===== src/rtl/rv32_ctrl_pkg.sv =====
// Shared encodings for the RV32I multi-cycle controller and the datapath muxes it drives.
// Opcode classes, FSM states, ALU operation codes and every mux-select value live here.
package rv32_ctrl_pkg;

    localparam logic [6:0] OP_R      = 7'b0110011;
    localparam logic [6:0] OP_I      = 7'b0010011;
    localparam logic [6:0] OP_LOAD   = 7'b0000011;
    localparam logic [6:0] OP_STORE  = 7'b0100011;
    localparam logic [6:0] OP_BRANCH = 7'b1100011;
    localparam logic [6:0] OP_JAL    = 7'b1101111;
    localparam logic [6:0] OP_JALR   = 7'b1100111;
    localparam logic [6:0] OP_LUI    = 7'b0110111;
    localparam logic [6:0] OP_AUIPC  = 7'b0010111;

    typedef enum logic [2:0] {
        ST_FETCH  = 3'd0,
        ST_DECODE = 3'd1,
        ST_EXEC   = 3'd2,
        ST_MEM    = 3'd3,
        ST_WB     = 3'd4,
        ST_TRAP   = 3'd5
    } state_e;

    typedef enum logic [3:0] {
        CLS_R       = 4'd0,
        CLS_I       = 4'd1,
        CLS_LOAD    = 4'd2,
        CLS_STORE   = 4'd3,
        CLS_BRANCH  = 4'd4,
        CLS_JAL     = 4'd5,
        CLS_JALR    = 4'd6,
        CLS_LUI     = 4'd7,
        CLS_AUIPC   = 4'd8,
        CLS_ILLEGAL = 4'd9
    } class_e;

    localparam logic [3:0] ALU_ADD  = 4'd0;
    localparam logic [3:0] ALU_SUB  = 4'd1;
    localparam logic [3:0] ALU_SLL  = 4'd2;
    localparam logic [3:0] ALU_SLT  = 4'd3;
    localparam logic [3:0] ALU_SLTU = 4'd4;
    localparam logic [3:0] ALU_XOR  = 4'd5;
    localparam logic [3:0] ALU_SRL  = 4'd6;
    localparam logic [3:0] ALU_SRA  = 4'd7;
    localparam logic [3:0] ALU_OR   = 4'd8;
    localparam logic [3:0] ALU_AND  = 4'd9;

    localparam logic [1:0] SRC_A_RS1    = 2'b00;
    localparam logic [1:0] SRC_A_PC     = 2'b01;
    localparam logic [1:0] SRC_A_OLD_PC = 2'b10;
    localparam logic [1:0] SRC_A_ZERO   = 2'b11;

    localparam logic [1:0] SRC_B_RS2  = 2'b00;
    localparam logic [1:0] SRC_B_IMM  = 2'b01;
    localparam logic [1:0] SRC_B_FOUR = 2'b10;

    localparam logic [1:0] WB_ALUOUT = 2'b00;
    localparam logic [1:0] WB_MEM    = 2'b01;
    localparam logic [1:0] WB_PC     = 2'b10;

    localparam logic MEM_SRC_PC     = 1'b0;
    localparam logic MEM_SRC_ALUOUT = 1'b1;
    localparam logic PC_SRC_ALU     = 1'b0;
    localparam logic PC_SRC_ALUOUT  = 1'b1;

    function automatic class_e opcode_class(input logic [6:0] op);
        case (op)
            OP_R:      return CLS_R;
            OP_I:      return CLS_I;
            OP_LOAD:   return CLS_LOAD;
            OP_STORE:  return CLS_STORE;
            OP_BRANCH: return CLS_BRANCH;
            OP_JAL:    return CLS_JAL;
            OP_JALR:   return CLS_JALR;
            OP_LUI:    return CLS_LUI;
            OP_AUIPC:  return CLS_AUIPC;
            default:   return CLS_ILLEGAL;
        endcase
    endfunction

endpackage


===== src/rtl/rv32_alu_op_decode.sv =====
// Combinational ALU operation select from instruction class and funct fields.
// Classes that only need address/target arithmetic fall through to ADD.
module rv32_alu_op_decode
    import rv32_ctrl_pkg::*;
(
    input  logic [3:0] cls,
    input  logic [2:0] funct3,
    input  logic       funct7_5,
    output logic [3:0] alu_op
);

    always_comb begin
        alu_op = ALU_ADD;
        if (cls == CLS_R || cls == CLS_I) begin
            case (funct3)
                // The immediate form has no SUB: instr[30] is part of the immediate there
                3'b000: alu_op = (cls == CLS_R && funct7_5) ? ALU_SUB : ALU_ADD;
                3'b001: alu_op = ALU_SLL;
                3'b010: alu_op = ALU_SLT;
                3'b011: alu_op = ALU_SLTU;
                3'b100: alu_op = ALU_XOR;
                3'b101: alu_op = funct7_5 ? ALU_SRA : ALU_SRL;
                3'b110: alu_op = ALU_OR;
                3'b111: alu_op = ALU_AND;
            endcase
        end else if (cls == CLS_BRANCH) begin
            case (funct3[2:1])
                2'b00:   alu_op = ALU_SUB;
                2'b10:   alu_op = ALU_SLT;
                2'b11:   alu_op = ALU_SLTU;
                default: alu_op = ALU_ADD;
            endcase
        end
    end

endmodule


===== src/rtl/rv32_multicycle_ctrl.sv =====
// Multi-cycle RV32I control sequencer: FETCH/DECODE/EXEC/MEM/WB with a sticky TRAP state.
// Outputs are decoded from the current state (plus mem_ready and ALU flags) and forced low in reset.
module rv32_multicycle_ctrl
    import rv32_ctrl_pkg::*;
(
    input  logic       clk,
    input  logic       rst,
    input  logic [6:0] opcode,
    input  logic [2:0] funct3,
    input  logic       funct7_5,
    input  logic       alu_zero,
    input  logic       alu_lt,
    input  logic       mem_ready,
    output logic       mem_req,
    output logic       mem_we,
    output logic       mem_src,
    output logic       ir_we,
    output logic       pc_we,
    output logic       pc_src,
    output logic [1:0] alu_src_a,
    output logic [1:0] alu_src_b,
    output logic [3:0] alu_op,
    output logic       rf_we,
    output logic [1:0] wb_sel,
    output logic       trap,
    output logic [2:0] state_o
);

    state_e     state_q;
    state_e     state_d;
    class_e     cls;
    logic [3:0] dec_alu_op;
    logic       br_taken;

    assign cls = opcode_class(opcode);

    // funct3[2] picks the flag (zero for EQ/NE, lt for the compares); funct3[0] inverts the sense
    assign br_taken = (funct3[2] ? alu_lt : alu_zero) ^ funct3[0];

    rv32_alu_op_decode u_alu_op_decode (
        .cls      (cls),
        .funct3   (funct3),
        .funct7_5 (funct7_5),
        .alu_op   (dec_alu_op)
    );

    always_comb begin
        state_d   = state_q;
        mem_req   = 1'b0;
        mem_we    = 1'b0;
        mem_src   = MEM_SRC_PC;
        ir_we     = 1'b0;
        pc_we     = 1'b0;
        pc_src    = PC_SRC_ALU;
        alu_src_a = SRC_A_RS1;
        alu_src_b = SRC_B_RS2;
        alu_op    = ALU_ADD;
        rf_we     = 1'b0;
        wb_sel    = WB_ALUOUT;
        trap      = 1'b0;
        state_o   = state_q;

        case (state_q)
            ST_FETCH: begin
                mem_req   = 1'b1;
                alu_src_a = SRC_A_PC;
                alu_src_b = SRC_B_FOUR;
                if (mem_ready) begin
                    ir_we   = 1'b1;
                    pc_we   = 1'b1;
                    state_d = ST_DECODE;
                end
            end
            ST_DECODE: begin
                alu_src_a = SRC_A_OLD_PC;
                alu_src_b = SRC_B_IMM;
                state_d   = (cls == CLS_ILLEGAL) ? ST_TRAP : ST_EXEC;
            end
            ST_EXEC: begin
                case (cls)
                    CLS_R: begin
                        alu_op  = dec_alu_op;
                        state_d = ST_WB;
                    end
                    CLS_I: begin
                        alu_src_b = SRC_B_IMM;
                        alu_op    = dec_alu_op;
                        state_d   = ST_WB;
                    end
                    CLS_LOAD, CLS_STORE: begin
                        alu_src_b = SRC_B_IMM;
                        state_d   = ST_MEM;
                    end
                    CLS_BRANCH: begin
                        alu_op = dec_alu_op;
                        if (funct3[2:1] == 2'b01) begin
                            state_d = ST_TRAP;
                        end else begin
                            pc_we   = br_taken;
                            pc_src  = br_taken;
                            state_d = ST_FETCH;
                        end
                    end
                    CLS_JAL: begin
                        pc_we   = 1'b1;
                        pc_src  = PC_SRC_ALUOUT;
                        rf_we   = 1'b1;
                        wb_sel  = WB_PC;
                        state_d = ST_FETCH;
                    end
                    // The RF write and PC update share this edge, so the link value is the pre-jump PC
                    CLS_JALR: begin
                        alu_src_b = SRC_B_IMM;
                        pc_we     = 1'b1;
                        rf_we     = 1'b1;
                        wb_sel    = WB_PC;
                        state_d   = ST_FETCH;
                    end
                    CLS_LUI: begin
                        alu_src_a = SRC_A_ZERO;
                        alu_src_b = SRC_B_IMM;
                        state_d   = ST_WB;
                    end
                    CLS_AUIPC: begin
                        alu_src_a = SRC_A_OLD_PC;
                        alu_src_b = SRC_B_IMM;
                        state_d   = ST_WB;
                    end
                    default: state_d = ST_TRAP;
                endcase
            end
            ST_MEM: begin
                mem_req = 1'b1;
                mem_src = MEM_SRC_ALUOUT;
                mem_we  = (cls == CLS_STORE);
                if (mem_ready) begin
                    state_d = (cls == CLS_STORE) ? ST_FETCH : ST_WB;
                end
            end
            ST_WB: begin
                rf_we   = 1'b1;
                wb_sel  = (cls == CLS_LOAD) ? WB_MEM : WB_ALUOUT;
                state_d = ST_FETCH;
            end
            ST_TRAP: begin
                trap = 1'b1;
            end
            default: state_d = ST_FETCH;
        endcase

        // Reset silences every enable in the same cycle so an aborted instruction leaves no trace
        if (rst) begin
            mem_req   = 1'b0;
            mem_we    = 1'b0;
            mem_src   = 1'b0;
            ir_we     = 1'b0;
            pc_we     = 1'b0;
            pc_src    = 1'b0;
            alu_src_a = 2'b00;
            alu_src_b = 2'b00;
            alu_op    = 4'd0;
            rf_we     = 1'b0;
            wb_sel    = 2'b00;
            trap      = 1'b0;
            state_o   = 3'd0;
        end
    end

    always_ff @(posedge clk) begin
        if (rst) begin
            state_q <= ST_FETCH;
        end else begin
            state_q <= state_d;
        end
    end

endmodule


===== config.mk =====
export PLATFORM = sky130hd
export DESIGN_NAME = rv32_multicycle_ctrl
export DESIGN_NICKNAME = d
export VERILOG_FILES = /design/src/rtl/rv32_ctrl_pkg.sv /design/src/rtl/rv32_alu_op_decode.sv /design/src/rtl/rv32_multicycle_ctrl.sv
export SDC_FILE = /design/constraint.sdc
export NUM_CORES = 1
export LEC_CHECK = 0
export BUFFER_PORTS_ARGS = -buffer_cell sky130_fd_sc_hd__buf_2
export CAP_MARGIN = 10
export CORE_MARGIN = 2
export CORE_UTILIZATION = 35
export CTS_BUF_LIST = sky130_fd_sc_hd__clkbuf_4 sky130_fd_sc_hd__clkbuf_8 sky130_fd_sc_hd__clkbuf_16
export CTS_CLUSTER_SIZE = 14
export DETAILED_ROUTE_END_ITERATION = 16
export HOLD_SLACK_MARGIN = 0.12
export PLACE_DENSITY = 0.72
export SYNTH_ARGS = -nofsm -noshare
export SYNTH_HDL_FRONTEND = slang
export SYNTH_SLANG_ARGS = --single-unit

===== constraint.sdc =====
create_clock -name clk -period 4.4 [get_ports clk]
set_input_delay 0.88 -clock clk [delete_from_list [all_inputs] [get_ports clk]]
set_output_delay 0.88 -clock clk [all_outputs]
set_load 0.02 [all_outputs]

Yosys cells after proc, flatten, opt, wreduce, memory -nomap -nowiden
Index checks and enable logic that the tools add are counted.
{"block": "word_totals", "regBits": 3, "out_inout_bits": 21, "wordCells": 101, "input_bits": 16}
{"block": "classes", "bitwise": 2, "muxes": 50, "eq_ne": 35, "reduce_logical": 13}
{"cell": "4-bit one-hot mux with 9 select lines", "n": 1}
{"cell": "4-bit one-hot mux with 8 select lines", "n": 1}
{"cell": "1-bit two-way mux", "n": 22}
{"cell": "7-bit by 6-bit equality test with 1-bit output, second input constant", "n": 3}
{"cell": "7-bit equality test, second input constant", "n": 3}
{"cell": "4-bit two-way mux", "n": 5}
{"cell": "3-bit equality test, second input constant", "n": 6}
{"cell": "3-bit two-way mux", "n": 6}
{"cell": "4-bit by 3-bit equality test with 1-bit output, second input constant", "n": 4}
{"cell": "3-bit one-hot mux with 5 select lines", "n": 1}
{"cell": "7-bit by 5-bit equality test with 1-bit output, second input constant", "n": 2}
{"cell": "3-bit by 2-bit equality test with 1-bit output, second input constant", "n": 4}
{"cell": "2-bit one-hot mux with 3 select lines", "n": 2}
{"cell": "3-bit one-hot mux with 4 select lines", "n": 1}
{"cell": "3-bit one-hot mux with 3 select lines", "n": 1}
{"cell": "4-bit by 2-bit equality test with 1-bit output, second input constant", "n": 2}
{"cell": "4-bit equality test, second input constant", "n": 2}
{"cell": "2-bit two-way mux", "n": 4}
{"cell": "1-bit one-hot mux with 2 select lines", "n": 4}
{"cell": "2-bit one-hot mux with 2 select lines", "n": 2}
{"cell": "7-bit by 2-bit equality test with 1-bit output, second input constant", "n": 1}
{"cell": "3-bit by 1-bit equality test with 1-bit output, second input constant", "n": 2}
{"cell": "3-bit zero test", "n": 2}
{"cell": "2-bit OR reduction", "n": 3}
{"cell": "14 further kinds", "n": 16}

Longest topological paths before layout
Gate-level depths: netlist of the first run.
{"block": "logic_depth", "word_depth": 10, "mapped_depth": 6, "mapped_depth_nobuf": 4}

By module
A second synthesis of the first run with hierarchy kept.
{"block": "hier_totals", "cells_unflattened": 135, "hier_area_um2": 889.6}
{"module": "rv32_multicycle_ctrl", "n_inst": 1, "area_each_um2": 747.0, "seq_area_each_um2": 60.1, "cells_each": 113}
{"module": "rv32_alu_op_decode", "n_inst": 1, "area_each_um2": 142.6, "seq_area_each_um2": 0.0, "cells_each": 22}

Worst setup path before layout of the first run
No wires, ideal clock.
{"block": "synth_path", "path_type": "input port to output port", "startpoint": "input port rst", "endpoint": "output port mem_req", "stages": 5, "arrival_ps": 2211, "required_ps": 3520, "setup_slack_ps": 1309, "cell_sequence": "buf_2 > or2_2 > buf_2 > nor3_1 > or2_2"}
{"block": "synth_between", "elab_chain_len": 1}
{"item": "start: declaration", "line_no": "rv32_multicycle_ctrl.sv:7", "rtl": "input logic rst,"}
{"item": "1-bit two-way mux", "line_no": "rv32_multicycle_ctrl.sv:152", "rtl": "if (rst) begin"}
{"item": "end: declaration", "line_no": "rv32_multicycle_ctrl.sv:14", "rtl": "output logic mem_req,"}
Every way passes these cells.

Worst setup path after layout of the first run
{"block": "layout_path", "startpoint": "input port opcode[3]", "endpoint": "output port alu_op[2]"}
{"block": "layout_between", "elab_chain_len": 8}
{"item": "start: declaration", "line_no": "rv32_multicycle_ctrl.sv:8", "rtl": "input logic [6:0] opcode,"}
{"item": "7-bit by 5-bit equality test with 1-bit output, or another cell as far along", "line_no": "rv32_ctrl_pkg.sv:67", "rtl": "case (op)"}
{"item": "4-bit one-hot mux with 9 select lines *", "line_no": "rv32_ctrl_pkg.sv:67"}
{"item": "4-bit by 3-bit equality test with 1-bit output, or another cell as far along", "line_no": "rv32_alu_op_decode.sv:26, rv32_multicycle_ctrl.sv:80"}
{"item": "4-bit two-way mux or 1-bit logical OR (tied branches)", "line_no": "rv32_alu_op_decode.sv:26, rv32_alu_op_decode.sv:14"}
{"item": "4-bit two-way mux", "line_no": "rv32_alu_op_decode.sv:14", "rtl": "if (cls == CLS_R || cls == CLS_I) begin"}
{"item": "4-bit two-way mux *", "line_no": "rv32_multicycle_ctrl.sv:80", "rtl": "case (cls)"}
{"item": "4-bit two-way mux *", "line_no": "rv32_multicycle_ctrl.sv:63", "rtl": "case (state_q)"}
{"item": "4-bit two-way mux *", "line_no": "rv32_multicycle_ctrl.sv:152"}
{"item": "end: declaration", "line_no": "rv32_multicycle_ctrl.sv:22", "rtl": "output logic [3:0] alu_op,"}
Every way passes the cells marked *; elsewhere a longest branch is shown, timed or not.

==> metrics.txt, run 1 <==
clk root buf=clkbuf_4; via count=964; WHS=~0.7 ns; CTS tree=done; CTS Hold Bufs=0; sequential area share after synthesis=about 8.4%; Leakage=between 0.4 and 0.5 nW; die area=roughly 0.0024 mm^2; initial antenna violation count=0; r2r setup slk=roughly 3 ns; Syn Area/Cell=roughly 6.4 um^2; power per cell area=approximately 320 mW/mm^2; largest reg by FF count=state_q; core area=between 0.0015 and 0.002 mm^2; max reg flops=3; fill cell count=approximately 210; post-synthesis simple-gate area fraction=53.86%; initial DRC count=14; Hold EP=state_q[0]; Hold Vio Cnt, Final=0; later-pin clock latency in the skew report=between 0.2 and 0.3 ns; Initial Utilization=36.73%; biggest regs=state_q x3; drt total wl=2.163 mm; crit path cell chain=buf_2 -> and4bb_4 -> and3b_4 -> nand3b_1 -> a31oi_1 -> buf_2; top post-synthesis cells by area=dfxtp_1 8.4%, nand2_1 7.4%, nor2b_1 7.0%, nor2_1 5.8%, a21oi_1 5.6%; R2R cell count=4; clk slew on worst S/H paths=around 0.04 ns; P&R area growth vs syn=27.37%; maximum clock rate=between 0.3 and 0.4 GHz; cell repeated most along the worst path=buf_2; Worst setup SP type=primary input; critical path's top delay family=simple AND/OR/NAND/NOR gates; DR WL/cell=between 10 and 15 um; Clock Sinks=3; routability cong.=between 0.7 and 0.8; share of cells above drive strength 1=about a third; crit end category=output pin; vias in the first global route=approximately 800; critical path data required time=about 3.5 ns; Yosys cell types=39; HP Class=reg -> reg; Worst Hold Launch=state_q[2]; post-cts gate resize count=0; Die H=around 49 um; synthesis-stage register bit count=3; ys flop type=dfxtp_1; r2r endpoint=state_q[2]; register area=~60 um^2; post-synth top area share=8.421%; fraction of registers with async set/reset=0%; Multi-input gate area=just under 600 um^2; CP max FO=7; hold path cells=2; die width=49.14 um; post-CTS setup buffers=0; # DRC=0; crit path time final=slightly below 3 ns; # IOs=37; Pre-antenna DRT Iters=4; Worst VDD drop=between 200 and 250 uV; crit share post-route=~67%; cell taking the most area after synthesis=dfxtp_1; Setup violations, final=0; multiplexer share of the synthesized area=0%; RSZ-0062 raised after global routing=no; layout net count=160; status=finished, final reports clean; H-tree lvl count=1; DR vias/cell=5.671; Post-synth EDFFs=0; clk_skew=slightly below 0.005 ns; Crit-path slowest cell=and4bb_4; Cells after Synth=between 100 and 150; DRT antenna net count=0; Finished Cell Area=~900 um^2; Max-cap violations=0; placed cell area=878.3 um^2; Cell Rows=16; Pins Over Slew Limit=0; Worst Path Buf+Inv=2; Yosys Warn Count=0; Net Count, Synth=~130; Ant. Diodes=0; GRT overflow=0; critical path's largest stage delay=between 0.3 and 0.4 ns; total global routing track utilization=a little under a fifth; first-pass GRT wire length=between 3 and 4 mm; Post-Synth Adder-Cell Area=0%; total CTS buffers=3; Clock Tree Buf Depth=2; Synth Area in Compound Gates=a little over a quarter; Crit path arrival time=a little over 2 ns; largest family of logic cells by synthesized area=simple AND/OR/NAND/NOR gates; Port-buffer cells=36; Post-Syn Area=713.2 um^2; Fin Setup TNS=0 ns; largest net degree at the start of global routing=12; XOR/XNOR Fraction of Synth Area=about 2.5%; HPWL Detailed=around 1.7 mm; max_slew headroom=73.96%; worst slew pin tran=around 0.39 ns; reg2reg start=state_q[1]; CP Class=in -> out
-- how the worst max path moves through the flow --
stage                         start        end  slack [ns]  cells past startpoint
after floorplan                 rst    mem_req        1.31                      5
after global placement    opcode[3]  alu_op[2]        1.50                      6
after detailed placement  opcode[3]  alu_op[2]        1.46                      6
after CTS                 opcode[3]  alu_op[2]        1.46                      6
after global routing      opcode[3]  alu_op[2]        1.36                      6
final                     opcode[3]  alu_op[2]        1.45                      6
-- power breakdown --
group | internal [mW] | switching [mW] | leakage [nW]
sequential | 0.0362 | 0.0237 | 0.0247
combinational | 0.0683 | 0.107 | 0.378
clock | 0.0405 | 0.0194 | 0.0184
total | 0.145 | 0.150 | 0.421
-- cells in the final DEF, fill, tap and decap left out, drive strengths merged, types with 2 or more instances in the layout --
cell and n:
buf 36, o2111ai 2, nand4 5, inv 4, dfxtp 3, nor2b 8, clkbuf 4, nand3 5
nor2 11, or2 3, nand2b 2, a21oi 8, and3b 3, nand3b 3, nor3 4, xor2 2
a31oi 3, nand2 14, and4bb 2, a21o 2, o21ai 5
-- tightest hold or removal path, cell delays in order (launching register included) --
cell,delay (ns)
dfxtp_1,0.38
a21oi_1,0.15
a21o_1,0.11
-- final cells by class --
class                   count  share of cell area (%)
well taps                  27                   3.719
multi-input cells          96                   64.88
clock buffers               4                   3.306
repair buffers             36                   19.83
flip-flops and latches      3                   6.612
inverters                   4                   1.653
-- logic make-up (layout without fill, tap and decap cells) --
family | count (synthesis) | in the layout
AND/OR/NAND/NOR | 66 | 66
AO/OA/AOI/OAI | 28 | 28
buffers and inverters | 12 | 44
flip-flops | 3 | 3
XOR/XNOR | 2 | 2
-- stage by stage --
step                      power [mW]  cells  util [%]  worst slack, ns
final                         0.2947    170     46.78            1.451
after global routing          0.3140    170     46.78            1.359
after CTS                     0.2951    170     46.78            1.457
after detailed placement      0.2323    166     45.23            1.462
after global placement        0.2281    166     45.23            1.504
after floorplan               0.1859    111         -            1.309
-- metal layers --
layer / track usage (%) / wire length, um / vias up
li1: - / - / 470
met1: 23.28 / 931 / 446
met2: 28.38 / 1022 / 42
met3: 4.908 / 143 / 6
met4: 9.048 / 65 / 0
met5: 0 / 0 / -
-- Yosys cell counts, drive strengths merged, types with 3 or more instances --
| master | count |
|---|---|
| nor3 | 4 |
| nand4 | 5 |
| or2 | 3 |
| inv | 4 |
| nor2b | 8 |
| nand3 | 5 |
| a21oi | 8 |
| buf | 7 |
| nor2 | 11 |
| nand2 | 14 |
| and3b | 3 |
| a31oi | 3 |
| nand3b | 3 |
| dfxtp | 3 |
| o21ai | 5 |
Power figures use the tool's default switching activity.
==> run 2, diff against run 1 <==
- ABC_AREA: not set -> 1
- PLACE_DENSITY: 0.72 -> 0.74
- clock period: 4.4 -> 2.7 ns (I/O delays scaled with it)
==> run 2 against run 1 <==
Non-clock buffer count did not move. Sequential power rose by 24%. Routed wire length fell by 4.0%. Critical path type unchanged. Largest cell class unchanged.
==> metrics.txt, run 2 <==
commonest non-fill, non-tap cell in the layout=nand2_1; top-count cell post-synth=nand2_1; Cell Rows=16; sequential area share after synthesis=around 8%; DRT antenna net count=0; CTS Hold Bufs=0; initial DRC count=41; most frequent cells in the layout=45 x nand2_1, 36 x buf_2, 31 x nor2_1, 29 x inv_1, 7 x a21oi_1; layout net count=roughly 220; r2r endpoint=state_q[0]; total CTS buffers=3; max reg flops=3; via count=1073; setup ws final=between 0.3 and 0.4 ns; GRT overflow=0; placed cell area=~980 um^2; synthesis-stage register bit count=3; DR vias/cell=about 4.8; dpl ws=~0.4 ns; Worst setup SP type=primary input; Hold Vio Cnt, Final=0; hold path cells=4; core area=between 0.002 and 0.0025 mm^2; max_slew headroom=roughly four fifths; largest reg by FF count=state_q; Post-synth EDFFs=0; CTS tree=done; CP max FO=5; P&R area growth vs syn=31.22%; ys flop type=dfxtp_1; CP Class=in -> out; Net Count, Synth=around 180; Clk pwr share=between 20% and 30%; Worst VDD drop=321.9 uV; post-cts gate resize count=0; Clock Sinks=3; Switch Pwr=between 0.2 and 0.25 mW; largest net degree at the start of global routing=13; fraction of registers with async set/reset=0%; die area=0.002590 mm^2; clk_skew=approximately 0.0052 ns; clk slew on worst S/H paths=0.03 ns; die width=about 50 um; maximum clock rate=about 0.43 GHz; HP Class=reg -> reg; vias in the first global route=between 800 and 900; Crit path arrival time=roughly 1.8 ns; P_int=between 0.2 and 0.25 mW; Clock Tree Buf Depth=2; share of cells above drive strength 1=between 20% and 30%; Max-cap violations=0; drt total wl=~2.1 mm; Pins Over Slew Limit=0; worst slew pin tran=approximately 0.32 ns; Yosys cell types=25; Cells after Synth=around 160; H-tree lvl count=1; Hold EP=state_q[0]; top post-synthesis cells by area=nand2_1 22%, nor2_1 15%, inv_1 14%, dfxtp_1 7.8%, a21oi_1 4.6%; initial antenna violation count=0; DR WL/cell=about 9.2 um; clk root buf=clkbuf_4; Setup violations, final=0; R2R cell count=10; total global routing track utilization=roughly 18%; Finished Cell Area=around 0.0010 mm^2; crit path time final=between 2 and 2.5 ns; Syn Area/Cell=4.840 um^2; # IOs=37; Fin Setup TNS=0 ns; # DRC=0; later-pin clock latency in the skew report=around 0.24 ns; Leakage=0.6117 nW; Ant. Diodes=0; Core Util, Final=roughly 50%; status=finished, final reports clean; post-CTS setup buffers=0; switching share of power=51.01%; biggest regs=state_q x3; r2r setup slk=around 1.4 ns; Initial Utilization=a little under two fifths; sequential share of power=between 15 and 20%; first-pass GRT wire length=between 3 and 4 mm; RSZ-0062 raised after global routing=no; cell taking the most area after synthesis=nand2_1; crit share post-route=a little under nine tenths; top cells by count, synth=45 x nand2_1, 31 x nor2_1, 29 x inv_1; critical path data required time=about 2.2 ns; reg2reg start=state_q[2]; Logic pwr share=about three fifths; Post-Syn Area=roughly 770 um^2; Yosys Warn Count=0; HPWL Detailed=around 1.8 mm; Worst Hold Launch=state_q[0]; Pre-antenna DRT Iters=4; Port-buffer cells=36; post-synth top area share=around 22%; Die H=50.89 um; routability cong.=between 0.8 and 0.9; crit end category=output pin; power per cell area=417.7 mW/mm^2
run 2: worst max-delay path: stages:
cell and delay, ns:
buf_2 0.10, nand2_2 0.09, inv_1 0.06, nand2_1 0.11, nor2_1 0.09, nor2_2 0.24
inv_2 0.07, a21oi_1 0.18, or2_1 0.12, inv_1 0.03, buf_2 0.14
run 2: cell type report:
class                           count  area [um^2]
Clock buffer                        4        30.03
Fill cell                         252         1012
Inverter                           33        123.9
Multi-Input combinational cell    122        581.8
Sequential cell                     3        60.06
Tap cell                           27        33.78
Timing Repair Buffer               36        180.2
run 2: kinds of logic (layout without fill, tap and decap cells):
kind of cell | Yosys count | in the layout | share of synthesized area [%]
buffers and inverters | 34 | 73 | 16.58
and+or+nand+nor | 102 | 102 | 60.33
DFF | 3 | 3 | 7.805
AOI/OAI and AO/OA | 20 | 20 | 15.28
run 2: how the worst max path moves through the flow:
stage,start,end,cells past startpoint
after floorplan,rst,wb_sel[0],4
after global placement,opcode[1],alu_op[0],11
after detailed placement,opcode[1],alu_op[0],11
after CTS,opcode[1],alu_op[0],11
after global routing,opcode[1],alu_op[0],11
final,opcode[1],alu_op[0],11
run 2: routing by layer:
layer	GRT usage, %	vias up	wire, um
li1	-	571	-
met1	24.11	458	955
met2	28.29	42	950
met3	3.801	2	159
met4	3.153	0	10
met5	0	-	0
run 2: per-stage QoR:
step / hold WS [ns] / cells / total power, mW
after detailed placement: 0.6456 / 221 / 0.3287
after floorplan: 0.6023 / 159 / 0.2542
final: 0.6478 / 225 / 0.4217
after global placement: 0.6477 / 221 / 0.3293
after global routing: 0.7254 / 225 / 0.4708
after CTS: 0.6548 / 225 / 0.4266
run 2: power groups by stage:
| stage | logic, mW | clock network [mW] | registers (mW) |
|---|---|---|---|
| 3_5_place_dp | 0.254 | 0 | 0.0747 |
| 5_1_grt | 0.290 | 0.104 | 0.0773 |
| 3_3_place_gp | 0.254 | 0 | 0.0750 |
| 6_report | 0.254 | 0.0929 | 0.0745 |
| 4_1_cts | 0.255 | 0.0974 | 0.0739 |
| 2_1_floorplan | 0.184 | 0 | 0.0703 |
